--- config.mk ---
export PLATFORM = sky130hd
export DESIGN_NAME = reg_writeback
export DESIGN_NICKNAME = d
export VERILOG_FILES = /design/src/rtl/reg_writeback.sv
export SDC_FILE = /design/constraint.sdc
export NUM_CORES = 1
export LEC_CHECK = 0
export BUFFER_PORTS_ARGS = -buffer_cell sky130_fd_sc_hd__buf_2
export CORE_UTILIZATION = 55
export CTS_CLUSTER_SIZE = 16
export DETAILED_ROUTE_END_ITERATION = 8
export PLACE_DENSITY = 0.87
export SLEW_MARGIN = 20
export SYNTH_ARGS = -nofsm -noshare
export SYNTH_HDL_FRONTEND = slang
export SYNTH_SLANG_ARGS = --single-unit
--- constraint.sdc ---
create_clock -name clk -period 14.55 [get_ports clk]
set_input_delay 2.91 -clock clk [delete_from_list [all_inputs] [get_ports clk]]
set_output_delay 2.91 -clock clk [all_outputs]
set_load 0.05 [all_outputs]
--- src/rtl/reg_writeback.sv ---
// reg_writeback: in-order writeback queue that arbitrates ALU and load results
// and drains one register-file write per cycle.
module reg_writeback #(
  parameter int DEPTH = 4,
  parameter int WIDTH = 64
) (
  input  logic                     clk,
  input  logic                     reset_n,
  input  logic                     alu_valid,
  output logic                     alu_ready,
  input  logic [4:0]               alu_rd,
  input  logic [WIDTH-1:0]         alu_data,
  input  logic                     mem_valid,
  output logic                     mem_ready,
  input  logic [4:0]               mem_rd,
  input  logic [WIDTH-1:0]         mem_data,
  input  logic                     hold,
  output logic                     we,
  output logic [4:0]               rw,
  output logic [WIDTH-1:0]         Din,
  output logic [31:0]              busy,
  output logic [$clog2(DEPTH):0]   count
);
  localparam int AW = $clog2(DEPTH);
  localparam int CW = AW + 1;
  localparam logic [AW:0] FULL = CW'(DEPTH);
  logic [4:0]       rd_q   [DEPTH];
  logic [WIDTH-1:0] data_q [DEPTH];
  logic [AW-1:0]    rd_ptr, wr_ptr;
  logic             last_mem, space, grant_mem, grant_alu, accept, push;
  logic [4:0]       push_rd;
  logic [WIDTH-1:0] push_data;
  assign we        = reset_n & (count != '0) & ~hold;
  assign rw        = we ? rd_q[rd_ptr] : '0;
  assign Din       = we ? data_q[rd_ptr] : '0;
  assign space     = (count < FULL) | we;
  // round-robin: on contention the producer not served last wins
  assign grant_mem = mem_valid & (~alu_valid | ~last_mem);
  assign grant_alu = alu_valid & ~grant_mem;
  assign mem_ready = reset_n & space & grant_mem;
  assign alu_ready = reset_n & space & grant_alu;
  assign accept    = alu_ready | mem_ready;
  assign push_rd   = mem_ready ? mem_rd : alu_rd;
  assign push_data = mem_ready ? mem_data : alu_data;
  assign push      = accept & (push_rd != '0);
  always_ff @(posedge clk or negedge reset_n)
    if (!reset_n) begin
      rd_ptr   <= '0;
      wr_ptr   <= '0;
      count    <= '0;
      last_mem <= 1'b0;
    end else begin
      rd_ptr   <= rd_ptr + AW'(we);
      wr_ptr   <= wr_ptr + AW'(push);
      count    <= count + CW'(push) - CW'(we);
      last_mem <= accept ? mem_ready : last_mem;
    end
  always_ff @(posedge clk)
    if (push) begin
      rd_q[wr_ptr]   <= push_rd;
      data_q[wr_ptr] <= push_data;
    end
  always_comb begin
    busy = '0;
    for (int i = 0; i < DEPTH; i++)
      if (CW'(i) < count) busy[rd_q[rd_ptr + AW'(i)]] = 1'b1;
    busy[0] = 1'b0;
  end
endmodule
==> impl_table.tex, run 1 <==
\begin{tabular}{lr}
\hline
Metric & Value \\
\hline
\multicolumn{2}{l}{\textbf{Run status}} \\
Result of the run & finished clean \\
\multicolumn{2}{l}{\textbf{Power and ir drop}} \\
Internal power component & 1968 uW \\
Total chip power & 3311 uW \\
Sw power & 1343 uW \\
Comb pwr share & 42.7\% \\
Sw frac & 40.57\% \\
Leakage & 0.006119 uW \\
Maximum ir drop on the vdd rail & 0.1648 mV \\
Power share of the sequential group & 35.1\% \\
Clock network fraction of design power & 22.2\% \\
Ratio of total power to cell area & 210.5 nW/um\^{}2 \\
\multicolumn{2}{l}{\textbf{Detailed routing}} \\
Number of vias after detailed routing & 8879 \\
Average wire length per cell after detail routing & 21.50 um \\
Count of unresolved DRC violations after routing & 0 \\
Vias/cell & 5.931 \\
Antenna violation net count after detailed routing & 0 \\
Detailed-route wire length & 32180 um \\
Pre-Repair DR Iteration Count & 5 \\
DRC marker count from the first detailed-route iteration & 699 \\
\multicolumn{2}{l}{\textbf{Die}} \\
Die Y-Extent & 157.4 um \\
Row count & 56 \\
Die area & 24780 sq um \\
Initial cell density of the core & 56.25\% \\
Std-Cell Core Area & 23610 sq um \\
Boundary pin count & 250 \\
DIE WIDTH & 157.4 um \\
\multicolumn{2}{l}{\textbf{Clocking}} \\
Register clock-pin slew on the reported worst setup and hold paths & 0.06 ns \\
TritonCTS clock tree & yes \\
CTS Buffer Depth & 3 \\
Clk sinks & 284 \\
CTS buffer count & 28 \\
Number of buffers added for setup after CTS & 0 \\
Hold buffer count at cts & 0 \\
Clk\_lat worst skew & 0.53 ns \\
Count of instances resized after the clock tree is built & 0 \\
CTS HTree Levels & 1 \\
Buffer cell driving the clock tree root & sky130\_fd\_sc\_hd\_\_clkbuf\_16 \\
\multicolumn{2}{l}{\textbf{Run}} \\
Number of maximum-capacitance constraint violations & 0 \\
\multicolumn{2}{l}{\textbf{Timing}} \\
Post-route setup slack & 7.082 ns \\
Max transition margin & 29.46\% \\
Post-route clock period utilization & 51.32\% \\
Post-route minimum period & 7.468 ns \\
Final-layout worst hold slack & 0.4789 ns \\
Maximum clock skew at final layout & 0.006635 ns \\
Slew at the pin closest to its max-slew limit & 1.058 ns \\
Final number of setup-violating endpoints & 0 \\
Final number of max-transition violations & 0 \\
F\_max & 133.9 MHz \\
Unrepaired setup endpoints after global routing & no \\
Count of endpoints failing hold in the final timing report & 0 \\
Final-layout setup total negative slack & 0 ns \\
\multicolumn{2}{l}{\textbf{Synthesis}} \\
Cell type with the largest total area after synthesis & sky130\_fd\_sc\_hd\_\_edfxtp\_1 \\
Syn Std Cell Area & 13280 sq um \\
Number of enable flip-flop cells after synthesis & 276 \\
Dominant cells by area after synthesis & sky130\_fd\_sc\_hd\_\_edfxtp\_1, sky130\_fd\_sc\_hd\_\_mux4\_2, sky130\_fd\_sc\_hd\_\_nand2\_1 \\
List of most frequent post-synthesis cells & sky130\_fd\_sc\_hd\_\_edfxtp\_1, sky130\_fd\_sc\_hd\_\_nand2\_1, sky130\_fd\_sc\_hd\_\_mux4\_2 \\
Most common cell in the synthesized netlist & sky130\_fd\_sc\_hd\_\_edfxtp\_1 \\
Warnings, synthesis & 0 \\
Distinct cell type count of the synthesized netlist & 48 \\
Gate count of the mapped netlist & 921 \\
Register bit total from synthesis & 284 \\
Share of synthesized flip-flops with an asynchronous set or reset & 2.817\% \\
Fraction of the yosys area taken by sequential cells & 63.90\% \\
Portion of synthesized cell area occupied by the leading cell type & 62.40\% \\
Flip-flop cell with the highest count after synthesis & sky130\_fd\_sc\_hd\_\_edfxtp\_1 \\
Post-synthesis net count & 1071 \\
Synthesized area divided by synthesized cell count & 14.42 sq um \\
\multicolumn{2}{l}{\textbf{Setup path}} \\
Arrival time of the worst setup path & 4.56 ns \\
Chain of cells forming the critical path & buf\_2, a21boi\_0, buf\_4, nand2\_2, inv\_2, buf\_4, buf\_2 \\
Highest-delay cell along the critical path & sky130\_fd\_sc\_hd\_\_buf\_4 \\
Critical path capture point type & output port \\
Startpoint class of the critical path & primary input \\
Required time of the worst setup path & 11.64 ns \\
Critical setup path kind & primary input to output port \\
Max stage delay on crit path & 0.50 ns \\
Highest fanout seen on the critical path & 65 \\
\multicolumn{2}{l}{\textbf{Final layout}} \\
Number of nets in the finished design & 1307 \\
Layout cells sized above 1 & 34.63\% \\
Layout Area Growth over Synthesis & 18.45\% \\
Post-layout instance area & 15730 sq um \\
Diode count & 0 \\
\multicolumn{2}{l}{\textbf{Placement}} \\
Port buffer count & 248 \\
Final Wtd Congestion & 0.8942 \\
Worst slack after detailed placement & 7.046 ns \\
HPWL after DPL & 20580 um \\
Area after detailed placement & 14780 sq um \\
\multicolumn{2}{l}{\textbf{GRT}} \\
Via count of the first global-routing pass & 8702 \\
Total GRT Usage & 26.36\% \\
Antenna violations before repair & 0 \\
Maximum number of pins on one net before global-route repair & 72 \\
Global-route wire length before repair & 48580 um \\
Remaining global-route overflow & 0 \\
\multicolumn{2}{l}{\textbf{Hold path}} \\
Worst min-delay path category & flip-flop to flip-flop \\
\hline
\end{tabular}
metal layers:
layer	wire, um	global-route usage, %	vias to the layer above
li1	-	-	3938
met2	16350	44.90	499
met4	586	6.981	0
met1	12750	35.80	4387
met5	0	0	-
met3	2498	3.772	55
final cells by class:
cell class              count  area (sq um)
clock buffers              36         752.0
multi-input cells         572          4522
clock inverters            15         196.4
well taps                 319         399.1
repair buffers            258          1320
inverters                  13         48.80
flip-flops and latches    284          8496
fillers                  1633          7879
worst paths after layout:
path	from	endpoint	slack (ns)	cells after the start
max in group asynchronous	reset_n	rd_ptr[1]$_DFF_PN0_	12.07	1
min in group asynchronous	reset_n	wr_ptr[1]$_DFF_PN0_	2.25	1
max reg2reg	count[2]$_DFF_PN0_	rd_q[0][2]$_DFFE_PP_	11.02	8
min reg2reg	last_mem$_DFFE_PN0P_	last_mem$_DFFE_PN0P_	0.48	2
min	last_mem$_DFFE_PN0P_	last_mem$_DFFE_PN0P_	0.48	2
max	reset_n	mem_ready	7.08	7
layout by cell type, fill, tap and decap left out, types with 3 or more instances in the layout:
master	synthesis	routed
sky130_fd_sc_hd__a22oi_1	48	48
sky130_fd_sc_hd__a32oi_1	5	5
sky130_fd_sc_hd__and2_1	6	6
sky130_fd_sc_hd__buf_2	10	248
sky130_fd_sc_hd__buf_4	6	9
sky130_fd_sc_hd__bufinv_16	0	4
sky130_fd_sc_hd__clkbuf_1	26	7
sky130_fd_sc_hd__clkbuf_16	0	29
sky130_fd_sc_hd__clkinv_1	0	3
sky130_fd_sc_hd__clkinvlp_4	0	3
sky130_fd_sc_hd__dfrtp_1	8	6
sky130_fd_sc_hd__edfxtp_1	276	276
sky130_fd_sc_hd__ha_1	6	6
sky130_fd_sc_hd__inv_1	12	11
sky130_fd_sc_hd__mux2_2	9	9
sky130_fd_sc_hd__mux2i_1	7	7
sky130_fd_sc_hd__mux4_2	80	80
sky130_fd_sc_hd__nand2_1	236	235
sky130_fd_sc_hd__nand2b_1	7	7
sky130_fd_sc_hd__nand3_1	11	11
sky130_fd_sc_hd__nand4_1	11	11
sky130_fd_sc_hd__nor2_1	35	33
sky130_fd_sc_hd__nor2_4	2	4
sky130_fd_sc_hd__nor2b_1	73	73
sky130_fd_sc_hd__nor3_1	5	4
sky130_fd_sc_hd__xor2_1	3	3
power by group through the flow:
stage | clock network, uW | registers (uW) | logic, uW
final | 736 | 1160 | 1410
after global routing | 779 | 1180 | 1500
after CTS | 748 | 1160 | 1410
after detailed placement | 0 | 1180 | 1400
after global placement | 0 | 1170 | 1400
after floorplan | 0 | 1120 | 1110
flip-flops by register name (all words and copies together), names as in the netlist:
name	count
count	3
data_q	256
last_mem	1
rd_ptr	2
rd_q	20
wr_ptr	2
per-stage QoR:
step / utilization [%] / cells
after global routing: 66.63 / 1497
after detailed placement: 62.60 / 1446
after global placement: 62.60 / 1446
after CTS: 66.62 / 1497
after floorplan: - / 921
final: 66.63 / 1497
kinds of logic (layout without fill, tap and decap cells):
group / count (synthesis) / after routing / synth area share [%]
buffers and inverters: 65 / 322 / 2.393
adder cells (fa/ha/maj): 7 / 7 / 0.7159
AO/OA/AOI/OAI: 60 / 60 / 3.504
XOR/XNOR: 3 / 3 / 0.1979
multiplexers: 100 / 100 / 15.34
other: 1 / 1 / 0.02823
flip-flops: 284 / 284 / 63.90
AND/OR/NAND/NOR: 401 / 401 / 13.91
worst max-delay path, delay by kind of cell:
family | cells | cell delay [ns]
simple gates | 1 | 0.05
compound gates | 1 | 0.21
buf+inv | 5 | 1.33
No activity file was read; power rests on OpenSTA's default activity.
==> inputs of run 2 (changes only) <==
--- a/config.mk
+++ b/config.mk
@@ -5,6 +5,7 @@
 export SDC_FILE = /design/constraint.sdc
 export NUM_CORES = 1
 export LEC_CHECK = 0
+export ABC_AREA = 1
 export BUFFER_PORTS_ARGS = -buffer_cell sky130_fd_sc_hd__buf_2
 export CORE_UTILIZATION = 55
 export CTS_CLUSTER_SIZE = 16
==> constraint.sdc (replaced) <==
create_clock -name clk -period 7.39 [get_ports clk]
set_input_delay 1.478 -clock clk [delete_from_list [all_inputs] [get_ports clk]]
set_output_delay 1.478 -clock clk [all_outputs]
set_load 0.05 [all_outputs]
==> run 2 against run 1 <==
- largest cell class unchanged
- final cell count is 27% higher
- clock power grew 73%
- first-iteration DRC count increased by 77%
- critical path depth increased by 3
- highest routed layer unchanged
- synthesized cell count increased by 47%
- non-clock buffer count rose by 2
- sequential power rose by 94%
- clock-buffer cell count decreased by 3
- flip-flop and latch count is the same
- combinational power up 91%
==> impl_table.tex, run 2 <==
\begin{tabular}{lr}
\hline
Metric & Value \\
\hline
\multicolumn{2}{l}{\textbf{Run status}} \\
Result of the run & finished clean (unchanged) \\
\multicolumn{2}{l}{\textbf{Final layout}} \\
Flip-flop count of the largest register after layout & 256 (unchanged) \\
Register with the most flip-flops & data\_q (unchanged) \\
Layout Area Growth over Synthesis & 16.67\% (was 18.45\%) \\
Fill cell total of the finished layout & 1813 (was 1633) \\
Biggest registers after layout & data\_q: 256 flops, rd\_q: 20 flops, count: 3 flops (unchanged) \\
Post-route non-filler standard cell count & 1904 (was 1497) \\
Number of nets in the finished design & 1715 (was 1307) \\
Diode count & 0 (unchanged) \\
Post-layout instance area & 15640 sq um (was 15730 sq um) \\
Most common library cell in the layout ignoring fill and taps & sky130\_fd\_sc\_hd\_\_nand2\_1 (was sky130\_fd\_sc\_hd\_\_edfxtp\_1) \\
Layout cells sized above 1 & 20.13\% (was 34.63\%) \\
Commonest non-fill, non-tap cells in the layout & sky130\_fd\_sc\_hd\_\_nand2\_1, sky130\_fd\_sc\_hd\_\_edfxtp\_1, sky130\_fd\_sc\_hd\_\_buf\_2 (was sky130\_fd\_sc\_hd\_\_edfxtp\_1, sky130\_fd\_sc\_hd\_\_buf\_2, sky130\_fd\_sc\_hd\_\_nand2\_1) \\
\multicolumn{2}{l}{\textbf{Setup path}} \\
Origin of the worst setup path & rd\_ptr[0]\$\_DFF\_PN0\_ (was reset\_n) \\
Highest fanout seen on the critical path & 73 (was 65) \\
Critical path capture point type & output port (unchanged) \\
Required time of the worst setup path & 5.91 ns (was 11.64 ns) \\
Arrival time of the worst setup path & 3.93 ns (was 4.56 ns) \\
Startpoint class of the critical path & flip-flop (was primary input) \\
Worst setup endpoint & busy[1] (was mem\_ready) \\
R2r startpoint & count[2]\$\_DFF\_PN0\_ (unchanged) \\
Worst reg2reg path endpoint & count[2]\$\_DFF\_PN0\_ (was rd\_q[0][2]\$\_DFFE\_PP\_) \\
Critical setup path kind & flip-flop to output port (was primary input to output port) \\
Reg-to-reg slack, setup & 3.25 ns (was 11.02 ns) \\
Reg2reg path depth & 14 (was 8) \\
\multicolumn{2}{l}{\textbf{Synthesis}} \\
Dominant cells by area after synthesis & sky130\_fd\_sc\_hd\_\_edfxtp\_1, sky130\_fd\_sc\_hd\_\_nand2\_1, sky130\_fd\_sc\_hd\_\_nand3\_1 (was sky130\_fd\_sc\_hd\_\_edfxtp\_1, sky130\_fd\_sc\_hd\_\_mux4\_2, sky130\_fd\_sc\_hd\_\_nand2\_1) \\
Synthesized area divided by synthesized cell count & 9.891 sq um (was 14.42 sq um) \\
Syn Std Cell Area & 13400 sq um (was 13280 sq um) \\
Area fraction in compound gates after synthesis & 8.663\% (was 3.504\%) \\
Register bit total from synthesis & 284 (unchanged) \\
Warnings, synthesis & 0 (unchanged) \\
Arithmetic-cell share of the synthesized area counting full adders, half adders and majority gates & 0.7095\% (was 0.7159\%) \\
Most common cell in the synthesized netlist & sky130\_fd\_sc\_hd\_\_nand2\_1 (was sky130\_fd\_sc\_hd\_\_edfxtp\_1) \\
Gate count of the mapped netlist & 1355 (was 921) \\
Number of enable flip-flop cells after synthesis & 276 (unchanged) \\
Fraction of the yosys area taken by sequential cells & 63.33\% (was 63.90\%) \\
Cell type with the largest total area after synthesis & sky130\_fd\_sc\_hd\_\_edfxtp\_1 (unchanged) \\
Fraction of the mapped netlist area in simple logic gates & 23.06\% (was 13.91\%) \\
Share of synthesized flip-flops with an asynchronous set or reset & 2.817\% (unchanged) \\
Flip-flop cell with the highest count after synthesis & sky130\_fd\_sc\_hd\_\_edfxtp\_1 (unchanged) \\
Distinct cell type count of the synthesized netlist & 29 (was 48) \\
Post-synthesis net count & 1505 (was 1071) \\
List of most frequent post-synthesis cells & sky130\_fd\_sc\_hd\_\_nand2\_1, sky130\_fd\_sc\_hd\_\_edfxtp\_1, sky130\_fd\_sc\_hd\_\_nor2\_1 (was sky130\_fd\_sc\_hd\_\_edfxtp\_1, sky130\_fd\_sc\_hd\_\_nand2\_1, sky130\_fd\_sc\_hd\_\_mux4\_2) \\
Proportion of synthesized area in mux cells & 0\% (was 15.34\%) \\
Post-synthesis share of cell area spent on xor and xnor gates & 0.1960\% (was 0.1978\%) \\
Portion of synthesized cell area occupied by the leading cell type & 61.84\% (was 62.40\%) \\
Combinational family with the most area after synthesis & simple AND/OR/NAND/NOR gates (was multiplexers) \\
\multicolumn{2}{l}{\textbf{Run}} \\
Number of maximum-capacitance constraint violations & 0 (unchanged) \\
\multicolumn{2}{l}{\textbf{GRT}} \\
Remaining global-route overflow & 0 (unchanged) \\
Via count of the first global-routing pass & 10532 (was 8702) \\
Antenna violations before repair & 0 (unchanged) \\
Maximum number of pins on one net before global-route repair & 80 (was 72) \\
Global-route wire length before repair & 55550 um (was 48580 um) \\
Total GRT Usage & 28.97\% (was 26.36\%) \\
\multicolumn{2}{l}{\textbf{Clocking}} \\
Count of instances resized after the clock tree is built & 0 (unchanged) \\
CTS Buffer Depth & 3 (unchanged) \\
Buffer cell driving the clock tree root & sky130\_fd\_sc\_hd\_\_clkbuf\_16 (unchanged) \\
Hold buffer count at cts & 0 (unchanged) \\
Clk sinks & 284 (unchanged) \\
Clk\_lat worst skew & 0.53 ns (about the same) \\
Register clock-pin slew on the reported worst setup and hold paths & 0.07 ns (was 0.06 ns) \\
CTS HTree Levels & 1 (unchanged) \\
Number of buffers added for setup after CTS & 0 (unchanged) \\
CTS buffer count & 26 (was 28) \\
TritonCTS clock tree & yes (unchanged) \\
\multicolumn{2}{l}{\textbf{Detailed routing}} \\
Antenna violation net count after detailed routing & 0 (unchanged) \\
Pre-Repair DR Iteration Count & 6 (was 5) \\
Vias/cell & 5.879 (was 5.931) \\
Average wire length per cell after detail routing & 18.98 um (was 21.50 um) \\
DRC marker count from the first detailed-route iteration & 1234 (was 699) \\
Detailed-route wire length & 36150 um (was 32180 um) \\
Count of unresolved DRC violations after routing & 0 (unchanged) \\
Number of vias after detailed routing & 11193 (was 8879) \\
\multicolumn{2}{l}{\textbf{Timing}} \\
Maximum clock skew at final layout & 0.01016 ns (was 0.006635 ns) \\
Post-route setup slack & 1.984 ns (was 7.082 ns) \\
Final number of max-transition violations & 0 (unchanged) \\
F\_max & 185.0 MHz \\
Unrepaired setup endpoints after global routing & no (unchanged) \\
Max transition margin & 34.70\% (was 29.46\%) \\
Count of endpoints failing hold in the final timing report & 0 (unchanged) \\
Post-route clock period utilization & 73.16\% \\
Post-route minimum period & 5.406 ns \\
Final-layout setup total negative slack & 0 ns (unchanged) \\
Final number of setup-violating endpoints & 0 (unchanged) \\
Slew at the pin closest to its max-slew limit & 0.9774 ns (was 1.058 ns) \\
\multicolumn{2}{l}{\textbf{Die}} \\
Std-Cell Core Area & 23680 sq um (was 23610 sq um) \\
Die area & 25000 sq um (was 24780 sq um) \\
Row count & 56 (unchanged) \\
Die Y-Extent & 158.1 um (was 157.4 um) \\
DIE WIDTH & 158.1 um (was 157.4 um) \\
Boundary pin count & 250 (unchanged) \\
Initial cell density of the core & 56.59\% (was 56.25\%) \\
\multicolumn{2}{l}{\textbf{Placement}} \\
Final Wtd Congestion & 0.9998 (was 0.8942) \\
Area after detailed placement & 14820 sq um (was 14780 sq um) \\
HPWL after DPL & 23690 um (was 20580 um) \\
Port buffer count & 248 (unchanged) \\
Worst slack after detailed placement & 2.088 ns (was 7.046 ns) \\
Number of placed instances, taps included & 1856 (was 1446) \\
\multicolumn{2}{l}{\textbf{Power and ir drop}} \\
Ratio of total power to cell area & 397.5 nW/um\^{}2 (was 210.5 nW/um\^{}2) \\
Leakage & 0.006292 uW (was 0.006119 uW) \\
Maximum ir drop on the vdd rail & 0.2761 mV (was 0.1648 mV) \\
\multicolumn{2}{l}{\textbf{Hold path}} \\
Worst min-delay path category & flip-flop to flip-flop (unchanged) \\
\hline
\end{tabular}
==> run 2: critical path: stages (launching register included) <==
cell and delay, ns:
sky130_fd_sc_hd__dfrtp_4 0.85, sky130_fd_sc_hd__buf_4 0.70, sky130_fd_sc_hd__nand2_1 0.20, sky130_fd_sc_hd__nand2_2 0.37
sky130_fd_sc_hd__nand2_1 0.11, sky130_fd_sc_hd__o21ai_1 0.12, sky130_fd_sc_hd__nand3_1 0.37, sky130_fd_sc_hd__nor2_1 0.21
sky130_fd_sc_hd__nor2_1 0.05, sky130_fd_sc_hd__nand2_1 0.09, sky130_fd_sc_hd__buf_2 0.27
==> run 2: cells by family (layout without fill, tap and decap cells) <==
family          Yosys count  count (layout)
compound gates          181             181
xor+xnor                  3               3
fa+ha+maj                 7               7
buf+inv                 127             357
flops                   284             284
other cells               1               1
simple gates            752             752
==> run 2: area by class of cell <==
class	count	area, sq um	share of cell area [%]
clock buffer	33	676.9	4.329
multi-input combinational	944	4414	28.23
tap	319	399.1	2.552
clock inverter	15	136.4	0.8721
sequential	284	8496	54.33
timing repair buffer	260	1331	8.513
inverter	49	183.9	1.176
==> run 2: worst min-delay path by stage <==
stage,start,endpoint,slack (ns),cells past startpoint
floorplan,last_mem$_DFFE_PN0P_,last_mem$_DFFE_PN0P_,0.44,2
global placement,last_mem$_DFFE_PN0P_,last_mem$_DFFE_PN0P_,0.47,2
detailed placement,last_mem$_DFFE_PN0P_,last_mem$_DFFE_PN0P_,0.47,2
CTS,last_mem$_DFFE_PN0P_,last_mem$_DFFE_PN0P_,0.49,2
global route,last_mem$_DFFE_PN0P_,last_mem$_DFFE_PN0P_,0.54,2
finish,last_mem$_DFFE_PN0P_,last_mem$_DFFE_PN0P_,0.49,2
==> run 2: power breakdown <==
group | total, uW | leakage [uW] | internal [uW] | switching (uW)
Sequential | 2250 | 0.00260 | 2060 | 191
Combinational | 2700 | 0.00330 | 590 | 2110
Clock | 1270 | 0.000385 | 720 | 552
Total | 6220 | 0.00629 | 3360 | 2850
==> run 2: metrics by stage <==
| stage | hold WS (ns) | power, uW | utilization, % |
|---|---|---|---|
| after floorplan | 0.4417 | 4210 | - |
| after global placement | 0.4684 | 4868 | 62.60 |
| after detailed placement | 0.4743 | 4917 | 62.60 |
| after CTS | 0.4917 | 6182 | 66.03 |
| after global routing | 0.5385 | 6523 | 66.03 |
| final | 0.4899 | 6216 | 66.03 |
==> run 2: metal layers <==
metal	up-vias	routed length (um)	part of all wire (%)	GRT usage, %
li1	5178	-	-	-
met1	5207	13950	39	38.23
met2	715	17690	49	48.54
met3	93	3409	9.4	4.462
met4	0	1105	3.1	10.71
met5	-	0	0	0
==> inputs of run 3 (changes only) <==
==> constraint.sdc (replaced) <==
create_clock -name clk -period 5.7 [get_ports clk]
set_input_delay 1.14 -clock clk [delete_from_list [all_inputs] [get_ports clk]]
set_output_delay 1.14 -clock clk [all_outputs]
set_load 0.05 [all_outputs]
==> run 3 against run 2 <==
- non-clock buffer count is 4 higher
- final area is 0.54% higher
- via count is 1.7% higher
- combinational power is 31% higher
- clock-buffer cell count is 4 lower
- die area stayed put
- wire length is 2.7% higher
- total power is 32% higher
- worst setup slack worse by 1.1 ns
- register-to-register slack worse by 1.3 ns
==> impl_table.tex, run 3 (synthesis results as in run 2) <==
\begin{tabular}{lr}
\hline
Metric & Value \\
\hline
\multicolumn{2}{l}{\textbf{Run status}} \\
Result of the run & finished clean (unchanged) \\
\multicolumn{2}{l}{\textbf{Clocking}} \\
CTS buffer count & 26 (unchanged) \\
Clk\_lat worst skew & 0.53 ns (about the same) \\
Count of instances resized after the clock tree is built & 0 (unchanged) \\
Number of buffers added for setup after CTS & 0 (unchanged) \\
Hold buffer count at cts & 0 (unchanged) \\
CTS HTree Levels & 1 (unchanged) \\
Clk sinks & 284 (unchanged) \\
Buffer cell driving the clock tree root & sky130\_fd\_sc\_hd\_\_clkbuf\_16 (unchanged) \\
Register clock-pin slew on the reported worst setup and hold paths & 0.06 ns (was 0.07 ns) \\
TritonCTS clock tree & yes (unchanged) \\
CTS Buffer Depth & 3 (unchanged) \\
\multicolumn{2}{l}{\textbf{Setup path}} \\
Number of stages on the worst setup path & 10 (unchanged) \\
Critical setup path kind & flip-flop to output port (unchanged) \\
Highest fanout seen on the critical path & 84 (was 73) \\
Max stage delay on crit path & 0.80 ns (was 0.85 ns) \\
Kind of cell adding the most delay to the critical path & simple AND/OR/NAND/NOR gates (unchanged) \\
Chain of cells forming the critical path & buf\_4, nand2\_1, o21ai\_1, nand2\_1, nand2\_1, nand3\_1, nor2\_1, nor2\_1, nand2\_1, buf\_2 (was buf\_4, nand2\_1, nand2\_2, nand2\_1, o21ai\_1, nand3\_1, nor2\_1, nor2\_1, nand2\_1, buf\_2) \\
Required time of the worst setup path & 4.56 ns (was 5.91 ns) \\
Reg2reg path depth & 11 (was 14) \\
Startpoint class of the critical path & flip-flop (unchanged) \\
Buffer and inverter count on the worst path & 2 (unchanged) \\
Critical path capture point type & output port (unchanged) \\
Highest-delay cell along the critical path & sky130\_fd\_sc\_hd\_\_buf\_4 (was sky130\_fd\_sc\_hd\_\_dfrtp\_4) \\
Cell occurring most often along the worst timing path & sky130\_fd\_sc\_hd\_\_nand2\_1 (unchanged) \\
Arrival time of the worst setup path & 3.73 ns (was 3.93 ns) \\
\multicolumn{2}{l}{\textbf{Placement}} \\
Area after detailed placement & 14860 sq um (was 14820 sq um) \\
Final Wtd Congestion & 0.9905 (was 0.9998) \\
HPWL after DPL & 24230 um (was 23690 um) \\
Port buffer count & 248 (unchanged) \\
Worst slack after detailed placement & 1.125 ns (was 2.088 ns) \\
Number of placed instances, taps included & 1860 (was 1856) \\
\multicolumn{2}{l}{\textbf{Final layout}} \\
Post-route non-filler standard cell count & 1908 (was 1904) \\
Biggest registers after layout & data\_q: 256 flops, rd\_q: 20 flops, count: 3 flops (unchanged) \\
Post-layout instance area & 15720 sq um (was 15640 sq um) \\
Commonest non-fill, non-tap cells in the layout & sky130\_fd\_sc\_hd\_\_nand2\_1, sky130\_fd\_sc\_hd\_\_edfxtp\_1, sky130\_fd\_sc\_hd\_\_buf\_2 (unchanged) \\
Layout cells sized above 1 & 20.64\% (was 20.13\%) \\
Flip-flop count of the largest register after layout & 256 (unchanged) \\
Number of nets in the finished design & 1719 (was 1715) \\
Layout Area Growth over Synthesis & 17.30\% (was 16.67\%) \\
Share of the core filled with cells & 66.38\% (was 66.03\%) \\
Register with the most flip-flops & data\_q (unchanged) \\
Fill cell total of the finished layout & 1741 (was 1813) \\
Most common library cell in the layout ignoring fill and taps & sky130\_fd\_sc\_hd\_\_nand2\_1 (unchanged) \\
Diode count & 0 (unchanged) \\
\multicolumn{2}{l}{\textbf{Detailed routing}} \\
Number of vias after detailed routing & 11384 (was 11193) \\
Antenna violation net count after detailed routing & 0 (unchanged) \\
Detailed-route wire length & 37130 um (was 36150 um) \\
Vias/cell & 5.966 (was 5.879) \\
DRC marker count from the first detailed-route iteration & 1436 (was 1234) \\
Pre-Repair DR Iteration Count & 8 (was 6) \\
Count of unresolved DRC violations after routing & 0 (unchanged) \\
Average wire length per cell after detail routing & 19.46 um (was 18.98 um) \\
\multicolumn{2}{l}{\textbf{Run}} \\
Number of maximum-capacitance constraint violations & 0 (unchanged) \\
\multicolumn{2}{l}{\textbf{Power and ir drop}} \\
Maximum ir drop on the vdd rail & 0.3423 mV (was 0.2761 mV) \\
Ratio of total power to cell area & 520.2 nW/um\^{}2 (was 397.5 nW/um\^{}2) \\
Total chip power & 8178 uW (was 6216 uW) \\
Leakage & 0.006349 uW (was 0.006292 uW) \\
\multicolumn{2}{l}{\textbf{Timing}} \\
Final number of max-transition violations & 0 (unchanged) \\
Post-route setup slack & 0.8346 ns (was 1.984 ns) \\
Max transition margin & 28.62\% (was 34.70\%) \\
Maximum clock skew at final layout & 0.009595 ns (was 0.01016 ns) \\
Count of endpoints failing hold in the final timing report & 0 (unchanged) \\
F\_max & 205.5 MHz \\
Final number of setup-violating endpoints & 0 (unchanged) \\
Slew at the pin closest to its max-slew limit & 1.068 ns (was 0.9774 ns) \\
Unrepaired setup endpoints after global routing & no (unchanged) \\
Post-route clock period utilization & 85.36\% \\
Post-route minimum period & 4.865 ns \\
\multicolumn{2}{l}{\textbf{Hold path}} \\
Worst min-delay path category & primary input to asynchronous set/reset pin (was flip-flop to flip-flop) \\
\multicolumn{2}{l}{\textbf{Die}} \\
Die area & 25000 sq um (unchanged) \\
DIE WIDTH & 158.1 um (unchanged) \\
Boundary pin count & 250 (unchanged) \\
Row count & 56 (unchanged) \\
Std-Cell Core Area & 23680 sq um (unchanged) \\
Die Y-Extent & 158.1 um (unchanged) \\
Initial cell density of the core & 56.59\% (unchanged) \\
\multicolumn{2}{l}{\textbf{GRT}} \\
Total GRT Usage & 29.32\% (was 28.97\%) \\
Remaining global-route overflow & 0 (unchanged) \\
Antenna violations before repair & 0 (unchanged) \\
Global-route wire length before repair & 55540 um (was 55550 um) \\
Maximum number of pins on one net before global-route repair & 96 (was 80) \\
Via count of the first global-routing pass & 10352 (was 10532) \\
\hline
\end{tabular}
run 3: per-stage QoR:
step                setup TNS (ns)  hold WS (ns)
floorplan                  -139.82        0.4417
global placement                 0        0.4773
detailed placement               0        0.4944
CTS                              0        0.4496
global route                     0        0.4608
finish                           0        0.4585
run 3: worst reg2reg max path, cell delays in order, from the launching register on:
cell and delay, ns:
sky130_fd_sc_hd__dfrtp_1 0.48, sky130_fd_sc_hd__a21oi_1 0.25, sky130_fd_sc_hd__nand2_2 0.46, sky130_fd_sc_hd__o21ai_0 0.40
sky130_fd_sc_hd__nand2_1 0.08, sky130_fd_sc_hd__o21bai_1 0.77, sky130_fd_sc_hd__ha_1 0.38, sky130_fd_sc_hd__inv_1 0.06
sky130_fd_sc_hd__ha_1 0.14, sky130_fd_sc_hd__inv_1 0.05, sky130_fd_sc_hd__fa_1 0.37, sky130_fd_sc_hd__xor2_1 0.17
run 3: per-layer routing:
layer / track usage, % / wire [um] / part of all wire, %
met5: 0 / 0 / 0
met4: 10.71 / 1064 / 2.9
met1: 38.70 / 14210 / 38
met3: 3.203 / 3440 / 9.3
met2: 50.17 / 18410 / 50
run 3: area by class of cell:
type                            instances  area (sq um)  share of cell area [%]
Clock buffer                           29         683.2                   4.345
Clock inverter                         19         181.4                   1.154
Inverter                               49         186.4                   1.186
Multi-Input combinational cell        944          4414                   28.08
Sequential cell                       284          8496                   54.04
Tap cell                              319         399.1                   2.539
Timing Repair Buffer                  264          1361                   8.659
run 3: where the power goes:
group	switching [uW]	internal (uW)	total, uW	leakage, uW
combinational	2780	769	3550	0.00332
sequential	217	2660	2880	0.00260
clock	743	1000	1750	0.000421
run 3: worst paths after layout:
path,start,to,slack (ns)
setup / recovery,rd_ptr[0]$_DFF_PN0_,busy[2],0.83
min in group clk,last_mem$_DFFE_PN0P_,last_mem$_DFFE_PN0P_,0.52
max in group asynchronous,reset_n,rd_ptr[0]$_DFF_PN0_,5.04
hold reg to reg,last_mem$_DFFE_PN0P_,last_mem$_DFFE_PN0P_,0.52
hold / removal,reset_n,last_mem$_DFFE_PN0P_,0.46
setup reg to reg,count[2]$_DFF_PN0_,count[2]$_DFF_PN0_,1.99
